`src/rtl/clock_gate_pkg.sv`:
```
// Shared types and defaults for the idle-detect clock-gate controller.
// Imported by the controller and its statistics counter.
package clock_gate_pkg;

    typedef enum logic [1:0] {
        CG_ACTIVE = 2'd0,
        CG_GATED  = 2'd1,
        CG_WAKING = 2'd2
    } cg_state_e;

    localparam int unsigned DEF_IDLE_THRESH = 16;
    localparam int unsigned DEF_WAKE_CYCLES = 2;
    localparam int unsigned DEF_CNT_W       = 32;

endpackage

```
`src/rtl/sat_counter.sv`:
```
// Saturating up-counter with synchronous clear.
// Holds at all-ones instead of wrapping.
module sat_counter #(
    parameter int unsigned W = 32
) (
    input  logic         clk,
    input  logic         rst_n,
    input  logic         en,
    input  logic         clr,
    output logic [W-1:0] count
);

    // count up while enabled, stick at the maximum value
    always_ff @(posedge clk or negedge rst_n) begin
        if (!rst_n) begin
            count <= '0;
        end else if (clr) begin
            count <= '0;
        end else if (en && (count != '1)) begin
            count <= count + 1'b1;
        end
    end

endmodule

```
`src/rtl/clock_gate_ctrl.sv`:
```
// Idle-detect controller driving the clock_gater enable.
// Gates after a run of idle cycles, wakes on request or force.
module clock_gate_ctrl
    import clock_gate_pkg::*;
#(
    parameter int unsigned IDLE_THRESH = DEF_IDLE_THRESH,
    parameter int unsigned WAKE_CYCLES = DEF_WAKE_CYCLES,
    parameter int unsigned CNT_W       = DEF_CNT_W
) (
    input  logic             clk,
    input  logic             rst_n,
    input  logic             i__req_valid,
    output logic             o__req_ready,
    input  logic             i__busy,
    input  logic             i__force_on,
    output logic             o__enable,
    output cg_state_e        o__state,
    output logic [CNT_W-1:0] o__gated_cycles
);

    localparam int unsigned IW = $clog2(IDLE_THRESH + 1);
    localparam int unsigned WW = $clog2(WAKE_CYCLES + 1);

    localparam logic [IW-1:0] IDLE_LAST = IW'(IDLE_THRESH - 1);
    localparam logic [WW-1:0] WAKE_LAST = WW'(WAKE_CYCLES - 1);

    cg_state_e      state_q;
    cg_state_e      state_d;
    logic [IW-1:0]  idle_q;
    logic [IW-1:0]  idle_d;
    logic [WW-1:0]  wake_q;
    logic [WW-1:0]  wake_d;
    logic           en_d;
    logic           rdy_d;
    logic           activity;
    logic           wake_req;

    assign activity = i__req_valid | i__busy | i__force_on;
    // busy is meaningless while gated: the unit is frozen
    assign wake_req = i__req_valid | i__force_on;

    // next state, counters and registered-output values
    always_comb begin
        state_d = state_q;
        idle_d  = idle_q;
        wake_d  = wake_q;
        case (state_q)
            CG_ACTIVE: begin
                if (activity) begin
                    idle_d = '0;
                end else if (idle_q == IDLE_LAST) begin
                    state_d = CG_GATED;
                    idle_d  = '0;
                end else begin
                    idle_d = idle_q + 1'b1;
                end
            end
            CG_GATED: begin
                if (wake_req) begin
                    state_d = CG_WAKING;
                    wake_d  = '0;
                end
            end
            CG_WAKING: begin
                if (wake_q == WAKE_LAST) begin
                    state_d = CG_ACTIVE;
                    idle_d  = '0;
                end else begin
                    wake_d = wake_q + 1'b1;
                end
            end
            default: begin
                // unused encoding: fail safe with the clock running
                state_d = CG_ACTIVE;
                idle_d  = '0;
                wake_d  = '0;
            end
        endcase
        en_d  = (state_d != CG_GATED);
        rdy_d = (state_d == CG_ACTIVE);
    end

    // state, counters and outputs; reset forces the clock on
    always_ff @(posedge clk or negedge rst_n) begin
        if (!rst_n) begin
            state_q      <= CG_ACTIVE;
            idle_q       <= '0;
            wake_q       <= '0;
            o__enable    <= 1'b1;
            o__req_ready <= 1'b1;
        end else begin
            state_q      <= state_d;
            idle_q       <= idle_d;
            wake_q       <= wake_d;
            o__enable    <= en_d;
            o__req_ready <= rdy_d;
        end
    end

    assign o__state = state_q;

    sat_counter #(
        .W(CNT_W)
    ) u_gated_cnt (
        .clk  (clk),
        .rst_n(rst_n),
        .en   (state_q == CG_GATED),
        .clr  (1'b0),
        .count(o__gated_cycles)
    );

endmodule
```
`config.mk`:
```
export PLATFORM = sky130hd
export DESIGN_NAME = clock_gate_ctrl
export DESIGN_NICKNAME = d
export VERILOG_FILES = /design/src/rtl/clock_gate_pkg.sv /design/src/rtl/sat_counter.sv /design/src/rtl/clock_gate_ctrl.sv
export SDC_FILE = /design/constraint.sdc
export NUM_CORES = 1
export LEC_CHECK = 0
export ABC_CLOCK_PERIOD_IN_PS = 2700
export CELL_PAD_IN_SITES_DETAIL_PLACEMENT = 1
export CELL_PAD_IN_SITES_GLOBAL_PLACEMENT = 1
export CORE_ASPECT_RATIO = 0.6
export CORE_MARGIN = 4
export CORE_UTILIZATION = 41
export CTS_BUF_LIST = sky130_fd_sc_hd__clkbuf_8 sky130_fd_sc_hd__clkbuf_16
export DETAILED_ROUTE_END_ITERATION = 7
export PLACE_DENSITY = 0.84
export SLEW_MARGIN = 20
export SYNTH_ARGS = -nofsm -noshare
export SYNTH_HDL_FRONTEND = slang
export SYNTH_HIERARCHICAL = 1
export SYNTH_SLANG_ARGS = --single-unit
export TNS_END_PERCENT = 100
```
`constraint.sdc`:
```
create_clock -name clk -period 2.7 [get_ports clk]
set_input_delay 0.54 -clock clk [delete_from_list [all_inputs] [get_ports clk]]
set_output_delay 0.54 -clock clk [all_outputs]
set_load 0.02 [all_outputs]
```
# Yosys cells after proc, flatten, opt, wreduce, memory -nomap -nowiden
# Index checks and enable logic that the tools add are counted.
[word_totals] word_cells=40 reg_bits=43 out_inout_bits=36
[classes] n_addsub=3 n_bitwise=5 reduce_logical=5 eq_ne=9 n_mux=12
[ops] cell="32-bit by 1-bit adder with 32-bit output (second input constant)" count=1
[ops] cell="32-bit != test (second input constant)" count=1
[ops] cell="5-bit 2-to-1 mux" count=3
[ops] cell="5-bit one-hot mux with 3 select lines" count=1
[ops] cell="2-bit 2-to-1 mux" count=6
[ops] cell="2-bit one-hot mux with 3 select lines" count=2
[ops] cell="2-bit != test (second input constant)" count=3
[ops] cell="5-bit by 1-bit adder with 5-bit output (second input constant)" count=1
[ops] cell="5-bit by 4-bit equality test with 1-bit output (second input constant)" count=1
[ops] cell="2-bit by 1-bit equality test with 1-bit output (second input constant)" count=2
[ops] cell="2-bit logical NOT" count=2
[ops] cell="1-bit bitwise OR" count=3
[ops] cell="3-bit AND reduction" count=1
[ops] cell="2-bit by 1-bit adder with 2-bit output (second input constant)" count=1
[ops] cell="2-bit equality test (second input constant)" count=1
[ops] cell="2-bit by 1-bit != test with 1-bit output (second input constant)" count=1
[ops] cell="1-bit inverter" count=2
[ops] cell="2-bit AND reduction" count=1
[ops] cell="1-bit logical AND" count=1

# Logic depth before layout (Yosys ltp)
[logic_depth] depth_word=5 mapped_depth=9

# Modules after synthesis
# The synthesis kept the hierarchy.
[by_module_without_submodules] mod="sat_counter" cells_per_inst=198 n_inst=1 seq_area_each_um2=800.8 area_each_um2=1854.3
[by_module_without_submodules] mod="clock_gate_ctrl" cells_per_inst=48 n_inst=1 seq_area_each_um2=277.8 area_each_um2=550.5

# Worst setup path after synthesis
# No wires, ideal clock.
[synth_path] kind="flip-flop to flip-flop" startpoint="register state_q[1], in the netlist o__state[1]" endpoint="register u_gated_cnt.count[31]" synth_period_minus_slack_ps=2160 stages_incl_launch_ff=9 n_path_buf=1 setup_ps=125 slack_ps=540 arrival_ps=2036 path_cell_list="dfrtp_1 -> nand2b_1 -> inv_1 -> and3_1 -> nand4_1 -> a21o_1 -> buf_2 -> nor4_1 -> mux2_2"
[synth_via] elab_chain_cells=2
[synth_rtl] item="start: declaration" line="clock_gate_ctrl.sv:27" source="cg_state_e state_q;"
[synth_rtl] item="start signal: assignment" line="clock_gate_ctrl.sv:92" source="state_q <= state_d;"
[synth_rtl] item="2-bit by 1-bit equality test with 1-bit output" line="clock_gate_ctrl.sv:107" source=".en (state_q == CG_GATED),"
[synth_rtl] item="1-bit logical AND" line="sat_counter.sv:19" source="end else if (en && (count != '1)) begin"
[synth_rtl] item="end signal: assignment" line="sat_counter.sv:20" source="count <= count + 1'b1;"
[synth_rtl] item="end: declaration" line="sat_counter.sv:10" source="output logic [W-1:0] count"
# No other way between the ends.
# A chain may end at the register's enable or synchronous reset.

# Final worst setup path
[layout_path] startpoint="register state_q[1], in the netlist o__state[1]" endpoint="register u_gated_cnt.count[29]"
# The elaborated chain is that of the path after synthesis.

==> impl_metrics.tcl <==
set metrics [dict create \
    outcome "complete, no violations" \
    avgViaCountPerCell 5.640 \
    postSynthAreaPerCell_sq_um 9.776 \
    postCtsSetupBuffers 0 \
    synth-seq-cells 43 \
    layout.cells.non_filler 372 \
    path_max_fanout 19 \
    rows 21 \
    cts.path.max_buffers 2 \
    finalSetupViolations 0 \
    grt_pass1_vias 2152 \
    hold_viol 0 \
    tightest_slew_ps 723.3 \
    ant_nets 0 \
    ys_seq_area_frac 0.4485 \
    drc 0 \
    clkSinkCount 43 \
    antenna_cells 0 \
    clk_latency_ps 300 \
    holdBufCountCts 0 \
    start_util 0.4277 \
    tritoncts "built" \
    area_growth_pct 24.35 \
    cp-end-kind "register" \
    overflow 0 \
    syn_area_sq_um 2405 \
    min_path_type "in2async" \
    synth_edf_count 0 \
    dieArea_sq_um 7195 \
    pre_cts_ws_ps 339.9 \
    fin_tns_setup_ps 0 \
    max-vdd-ir-drop_v 0.0001897 \
    grt_use_met3 0.03820 \
    utilization 0.5318 \
    grt_pass1_wl_microns 11450 \
    critPathSlowestCell "dfrtp_1" \
    finalCritPeriodShare 0.9218 \
    async_flop_share 1.000 \
    cts-resized-gates 0 \
    synthCells 246 \
    routedWlPerCell_microns 18.69 \
    clkTransAtPathRegs_ps 80 \
    hpwlAfterDp_microns 5025 \
    synth_top_area_frac 0.4266 \
    synth_ff_type "dfrtp_1" \
    timing.final.ws_setup_ps 211.1 \
    crit_type "reg2reg" \
    drive_above_1_share 0.1164 \
    die_h_microns 67.33 \
    gp_congestion 0.8285 \
    max_slew_margin 0.5138 \
    max_freq_ghz 0.4018 \
    ys_top_cells_by_area "dfrtp_1 43%, nor2_1 4.4%, xnor2_1 3.6%, nand3_1 2.9%, mux2_2 2.8%" \
    period_needed_ps 2489 \
    rsz0062_at_grt "no" \
    nNetsFinal 299 \
    cts_buffers 5 \
    crit_required_ps 2890 \
    ys_types 56 \
    cts-root-buf "clkbuf_8" \
    timing.critical_path.slowest_cell_delay_ps 420 \
    drt_pre_antenna_iters 4 \
    p_leak_nw 1.205 \
    cap_violations 0 \
    pwr_density_cell_nw_per_um2 383.5 \
    design.core.area_sq_um 5623 \
    antenna_found_initial 0 \
    cp-start-kind "register" \
    top_usage_layer "met2" \
    vias 2098 \
    ios 41 \
    detail_route.wirelength_microns 6954 \
    crit_arrival_ps 2680 \
    first_iter_violations 105 \
    yosys_warnings 6 \
    yosysTopAreaCell "dfrtp_1" \
    global_route.usage.met1 0.3020 \
    drv_slew 0 \
    placedCellCount 364 \
    grt.total_usage 0.2051 \
    grt_max_degree 29 \
    grt_util_met2 0.3166 \
    fin_skew_ps 5.288 \
    die_w_microns 106.9 \
    path_cells "nand2b_1 -> inv_1 -> and3_1 -> nand4_1 -> a21o_1 -> nor4_1 -> mux2_2" \
    htreeDepth 2 \
    io_buffers 40 \
]
==> sequential cells by signal, indices dropped and copies added (netlist names) <==
| name | flops |
|---|---|
| u_gated_cnt/count | 32 |
| o__req_ready | 1 |
| o__enable | 1 |
| o__state | 2 |
| wake_q | 2 |
| idle_q | 5 |
==> cells by family (layout without fill, tap and decap cells) <==
family,count (synthesis),count (layout),synth area share
and+or+nand+nor,116,116,0.2862
adders and majority gates,3,3,0.01561
xor gates and xnor gates,13,13,0.04735
muxes,9,9,0.04266
AOI/OAI and AO/OA,43,43,0.1244
other,1,4,0.001559
buffers and inverters,18,61,0.03382
DFF,43,43,0.4485
==> critical path, delay by kind of cell, from the launching register on <==
family          cells  cell delay (ps)
buf+inv             1              170
mux                 1              380
flops               1              420
simple gates        4             1030
compound gates      1              380
==> cell usage in the layout, fill, tap and decap left out, drive strengths merged, types with 5 or more instances in the layout <==
| cell type | instances |
|---|---|
| nor2b | 7 |
| mux2 | 7 |
| inv | 11 |
| nand2 | 12 |
| nor3 | 7 |
| nand4 | 7 |
| a211oi | 5 |
| nor2 | 28 |
| nor4 | 8 |
| and3 | 9 |
| xnor2 | 10 |
| nand3 | 15 |
| dfrtp | 41 |
| clkdlybuf4s50 | 39 |
| a21oi | 13 |
| clkbuf | 7 |
| or3 | 5 |
| o21ai | 6 |
==> synthesized netlist by cell type (4+ instances only) <==
cell type,number
nor4_1,4
a211oi_1,5
inv_1,10
nor3_1,6
xnor2_1,10
clkbuf_1,4
o21ai_0,6
dfrtp_1,41
or3_1,5
nor2b_1,7
nor2_1,28
nand3_1,14
and2_1,4
nand2_1,12
nand4_1,6
a21oi_1,13
mux2_2,6
and3_1,8
==> layer usage <==
layer / share of wire / vias to the layer above
met4: 0.0075 / 0
li1: - / 973
met2: 0.45 / 43
met1: 0.50 / 1078
met5: 0 / -
met3: 0.042 / 4
==> where the power goes <==
group	internal (mW)	switching, mW
Combinational	0.0123	0.0323
Sequential	0.644	0.000919
Clock	0.230	0.227
Total	0.887	0.260
==> area by class of cell <==
class                      count  area, sq um
inverter                      10        37.54
clock inverter                 1        3.754
tap                           80        100.1
fill                         668         2633
sequential                    43         1079
multi-input combinational    188         1256
clock buffer                   7        96.34
timing repair buffer          43        417.9
==> stage by stage <==
step	instance area [sq um]	power (mW)	hold slack [ps]
after global routing	2990	1.196	160.7
after floorplan	2416	0.6775	244.4
after global placement	2890	0.6981	469.5
final	2990	1.147	144.7
after detailed placement	2890	0.7000	474.6
after CTS	2990	1.152	152.4
==> path summary, 6_finish.rpt <==
path,endpoint,depth (start not counted),startpoint,slack [ps]
worst max-delay path,u_gated_cnt/count[29]$_DFFE_PN0P_,7,o__state[1]$_DFF_PN0_,210
worst min-delay path,idle_q[0]$_DFFE_PN0P_,1,rst_n,140
worst max register to register,u_gated_cnt/count[29]$_DFFE_PN0P_,7,o__state[1]$_DFF_PN0_,210
worst min register to register,idle_q[4]$_DFFE_PN0P_,1,idle_q[4]$_DFFE_PN0P_,500
max in group asynchronous,o__enable$_DFF_PN1_,2,rst_n,1920
min in group clk,idle_q[4]$_DFFE_PN0P_,1,idle_q[4]$_DFFE_PN0P_,500
Note: power is estimated with default switching activity, not from simulation.
==> edit 1 (config.mk and constraints unchanged) <==
`DEF_CNT_W`: 32 -> 24.
--- a/src/rtl/clock_gate_pkg.sv
+++ b/src/rtl/clock_gate_pkg.sv
@@ -10,7 +10,7 @@
 
     localparam int unsigned DEF_IDLE_THRESH = 16;
     localparam int unsigned DEF_WAKE_CYCLES = 2;
-    localparam int unsigned DEF_CNT_W       = 32;
+    localparam int unsigned DEF_CNT_W       = 24;
 
 endpackage
 
Interface: changed (resized o__gated_cycles); port bits go from 41 to 33. The function was not compared with the original's and may differ.
==> edit 1 against the original RTL <==
Design area shrank 21%. Via count shrank 20%. Utilization grew 1.9 points. Worst setup slack gained 0.23 ns. First-iteration DRC count shrank 34%. Count of clock-buffer cells in the layout shrank 1. Clock skew grew 0.0051 ns. Synthesized area shrank 21%. Total power shrank 17%. Die area shrank 19%. Worst hold slack gained 0.34 ns. Sequential cell count shrank 8. Wire length shrank 26%.
==> edit 1: results <==
clock_network:
  numCtsBuffers: 5
  cts.clk_slew.worst_paths_ns: 0.08
  cts_resized: 0
  post_cts_buffers: 0
  clock_path_buffers: 2
critical_path:
  worstReg2RegEnd: "u_gated_cnt/count[15]"
  cp_slowest_cell: "o31ai_4"
  slowest_delay_ns: 0.61
  critical_path.max_fanout: 18
  reg2reg_depth: 7
  r2r-start: "u_gated_cnt/count[0]"
  cp_top_family: "compound AO/OA/AOI/OAI gates"
  crit_arrival_ns: 2.43
power_and_ir_drop:
  p_leak_uw: 0.000934
  p_sw_uw: 217
  vdd_ir_drop_max_uv: 192
timing:
  skew_ns: 0.0104
  slew_headroom: 0.531
placed_design:
  dpl.hpwl_um: 3730
  dp_cells: 282
  placed_area_um2: 2280
  dp_slack_ns: 0.466
  gp_congestion: 0.783
  numPortBuffers: 32
synth:
  synth_cell_type_count: 45
  yosys-top-cells-area: "dfrtp_1, a21oi_1, o21ai_0"
  synth_common_cells: "dfrtp_1, a21oi_1, nand2_1, nor2_1, o21ai_0"
  yosysSeqAreaShare: 0.460
  synth_edf_count: 0
  avgSynthCellArea_um2: 9.84
global_routing:
  grt_pass1_wl_um: 8810
  grt_util_all_layers: 0.197
  grt_pass1_vias: 1795
  grt.overflow.total: 0
  grt_start_max_net_pins: 36
detailed_routing:
  wl_um: 5150
  drtIter0Drc: 69
  num_vias: 1688
  viasPerCell: 5.82
cells_and_area:
  fill_cells: 503
  nets: 237
  reg_top3: "u_gated_cnt/count x24, idle_q x5"
  drive_gt1_frac: 0.109
  antennaDiodeCount: 0
hold_path:
  hp-class: "register to register"
run_status:
  status: "complete, no violations"
==> edit 1: worst max-delay path by stage <==
stage | from | to | slack [ns] | cells after the start
finish | u_gated_cnt/count[0] | u_gated_cnt/count[15] | 0.44 | 7
detailed placement | u_gated_cnt/count[0] | u_gated_cnt/count[6] | 0.47 | 7
global route | u_gated_cnt/count[0] | u_gated_cnt/count[7] | 0.21 | 7
floorplan | u_gated_cnt/count[0] | u_gated_cnt/count[2] | 0.70 | 7
CTS | u_gated_cnt/count[0] | u_gated_cnt/count[15] | 0.45 | 7
global placement | u_gated_cnt/count[8] | u_gated_cnt/count[9] | 0.59 | 6
==> edit 1: cell type report <==
type                       count  area share
tap                           60      0.0317
sequential                    35       0.371
inverter                       4     0.00634
clock inverter                 2     0.00370
timing repair buffer          34       0.142
clock buffer                   6      0.0349
multi-input combinational    149       0.411
==> edit 1: per-layer routing <==
metal / part of all wire / GRT usage / wire length [µm]
met1: 0.51 / 0.278 / 2640
met2: 0.44 / 0.314 / 2250
met3: 0.047 / 0.0533 / 242
met4: 0.0025 / 0.0243 / 13
met5: 0 / 0 / 0
==> edit 1: logic make-up after synthesis <==
kind of cell / share of synthesized area
AND/OR/NAND/NOR: 0.281
AO/OA/AOI/OAI: 0.148
flip-flops: 0.460
buffers and inverters: 0.0321
multiplexers: 0.0439
adder cells (fa/ha/maj): 0.0197
XOR/XNOR: 0.0138
other: 0.00197
==> edit 1: per-stage QoR <==
| stage | util | hold slack (ns) |
|---|---|---|
| detailed placement | 0.529 | 0.473 |
| floorplan | - | 0.244 |
| global route | 0.550 | 0.518 |
| global placement | 0.529 | 0.467 |
| CTS | 0.550 | 0.490 |
| finish | 0.550 | 0.486 |
==> edit 1: worst register-to-register path, delay by kind of cell, from the launching register on <==
family          cells  cell delay (ns)
simple gates        3             0.53
buf+inv             1             0.29
flops               1             0.43
fa+ha+maj           1             0.21
compound gates      2             0.68
==> edit 1: power groups by stage <==
stage | registers (µW) | logic (µW) | clock network, µW
after global placement | 536 | 33.7 | 0
after CTS | 526 | 34.7 | 405
after detailed placement | 536 | 34.8 | 0
final | 526 | 35.9 | 393
after global routing | 526 | 41.3 | 428
after floorplan | 536 | 15.6 | 0
==> edit 2 (same settings) <==
Without the edit above. Make the reset (`rst_n`) synchronous in 2 clocked blocks.
--- a/src/rtl/sat_counter.sv
+++ b/src/rtl/sat_counter.sv
@@ -11,7 +11,7 @@
 );
 
     // count up while enabled, stick at the maximum value
-    always_ff @(posedge clk or negedge rst_n) begin
+    always_ff @(posedge clk) begin
         if (!rst_n) begin
             count <= '0;
         end else if (clr) begin
--- a/src/rtl/clock_gate_ctrl.sv
+++ b/src/rtl/clock_gate_ctrl.sv
@@ -81,7 +81,7 @@
     end
 
     // state, counters and outputs; reset forces the clock on
-    always_ff @(posedge clk or negedge rst_n) begin
+    always_ff @(posedge clk) begin
         if (!rst_n) begin
             state_q      <= CG_ACTIVE;
             idle_q       <= '0;
Formal check against the unedited RTL: no difference found for any inputs over 10 cycles, from zero or initial values and one cycle with rst_n low; that may be too few to reach the edited logic, so the function may still have changed.
==> edit 2 against the original RTL <==
Total power fell by 2.6%. Critical path type unchanged. Highest routed layer unchanged. Critical endpoint is now u_gated_cnt/count[18]. Synthesized area down 7.3%. Design area is 5.9% lower. Die area fell by 6.6%. Wire length down 3.7%. Worst setup slack better by 0.24 ns. Sequential cell count is the same.
==> edit 2: results <==
run_status:
  status: "complete, no violations"
synth:
  yosysSeqAreaShare: 0.386
  synth_flop_cell: "dfxtp_1"
  async_reset_ff_frac: 0
  yosys.area_share.adder: 0.0168
  synth.area.mux_share: 0.00449
  synth_common_cells: "dfxtp_1, a21oi_1, nand2_1"
  synthXorXnorAreaFrac: 0.0354
  yosys-top-cells-area: "dfxtp_1, a21oi_1, or3_1"
  synth_compound_area_frac: 0.195
  synth_cell_type_count: 49
cells_and_area:
  nets: 316
  stdcell_count: 375
  drive_gt1_frac: 0.0777
timing:
  skew_ns: 0.00864
  fmax_mhz: 445
  slew_headroom: 0.522
detailed_routing:
  wl_um: 6700
  drtIter0Drc: 103
global_routing:
  use_met1: 0.321
  grt_pass1_wl_um: 11400
  grt_util_all_layers: 0.216
  use_met3: 0.0445
  met2_usage: 0.315
  grt_pass1_vias: 2253
  grt_start_max_net_pins: 31
critical_path:
  critical_path.max_fanout: 8
  r2r-start: "u_gated_cnt/count[0]"
  reg2reg_depth: 6
  crit_arrival_ns: 2.44
  r2r_slack_ns: 0.46
  worstReg2RegEnd: "u_gated_cnt/count[18]"
placed_design:
  dp_cells: 367
  dpl.hpwl_um: 4940
  dp_slack_ns: 0.477
power_and_ir_drop:
  p_leak_uw: 0.000874
  vdd_ir_drop_max_uv: 226
hold_path:
  hp-class: "register to register"
edit 2: cell types whose count changed after synthesis, moves of 9 or more:
cell and delta:
or3_1 +10, dfxtp_1 +43, nor2_1 -10, dfrtp_1 -41, a21oi_1 +9, o21ai_1 +10
edit 2: metrics by stage:
| step | total power [µW] | cell area, µm² | util |
|---|---|---|---|
| final | 1120 | 2810 | 0.546 |
| after global routing | 1170 | 2810 | 0.546 |
| after CTS | 1130 | 2810 | 0.546 |
| after detailed placement | 682 | 2710 | 0.526 |
| after global placement | 681 | 2710 | 0.526 |
| after floorplan | 665 | 2230 | - |
edit 2: metal layers:
metal	vias to the layer above	share of wire	wire, µm
li1	1081	-	-
met1	1069	0.50	3370
met2	64	0.42	2810
met3	11	0.062	417
met4	0	0.014	96
met5	-	0	0
edit 2: worst min path at each step:
stage,startpoint,endpoint,slack [ns]
after floorplan,idle_q[4],idle_q[4],0.41
after global placement,idle_q[4],idle_q[4],0.42
after detailed placement,idle_q[4],idle_q[4],0.43
after CTS,idle_q[4],idle_q[4],0.45
after global routing,idle_q[4],idle_q[4],0.47
final,idle_q[4],idle_q[4],0.44
edit 2: final cells by class:
cell class,instances,area (µm²)
Timing Repair Buffer,45,438
Clock buffer,7,96.3
Tap cell,66,82.6
Fill cell,621,2340
Multi-Input combinational cell,208,1310
Clock inverter,1,3.75
Sequential cell,43,861
Inverter,5,18.8
edit 2: critical path, stage by stage (launching register included):
cell       delay [ns]
dfxtp_1          0.42
ha_1             0.24
and3_1           0.29
nand4_1          0.35
a2111oi_0        0.61
xnor2_1          0.18
nor2_1           0.05
edit 2: where the power goes:
part,switching [µW],internal (µW),total [µW]
Clock,220,230,450
Sequential,0.529,634,634
Combinational,20.8,12.0,32.7
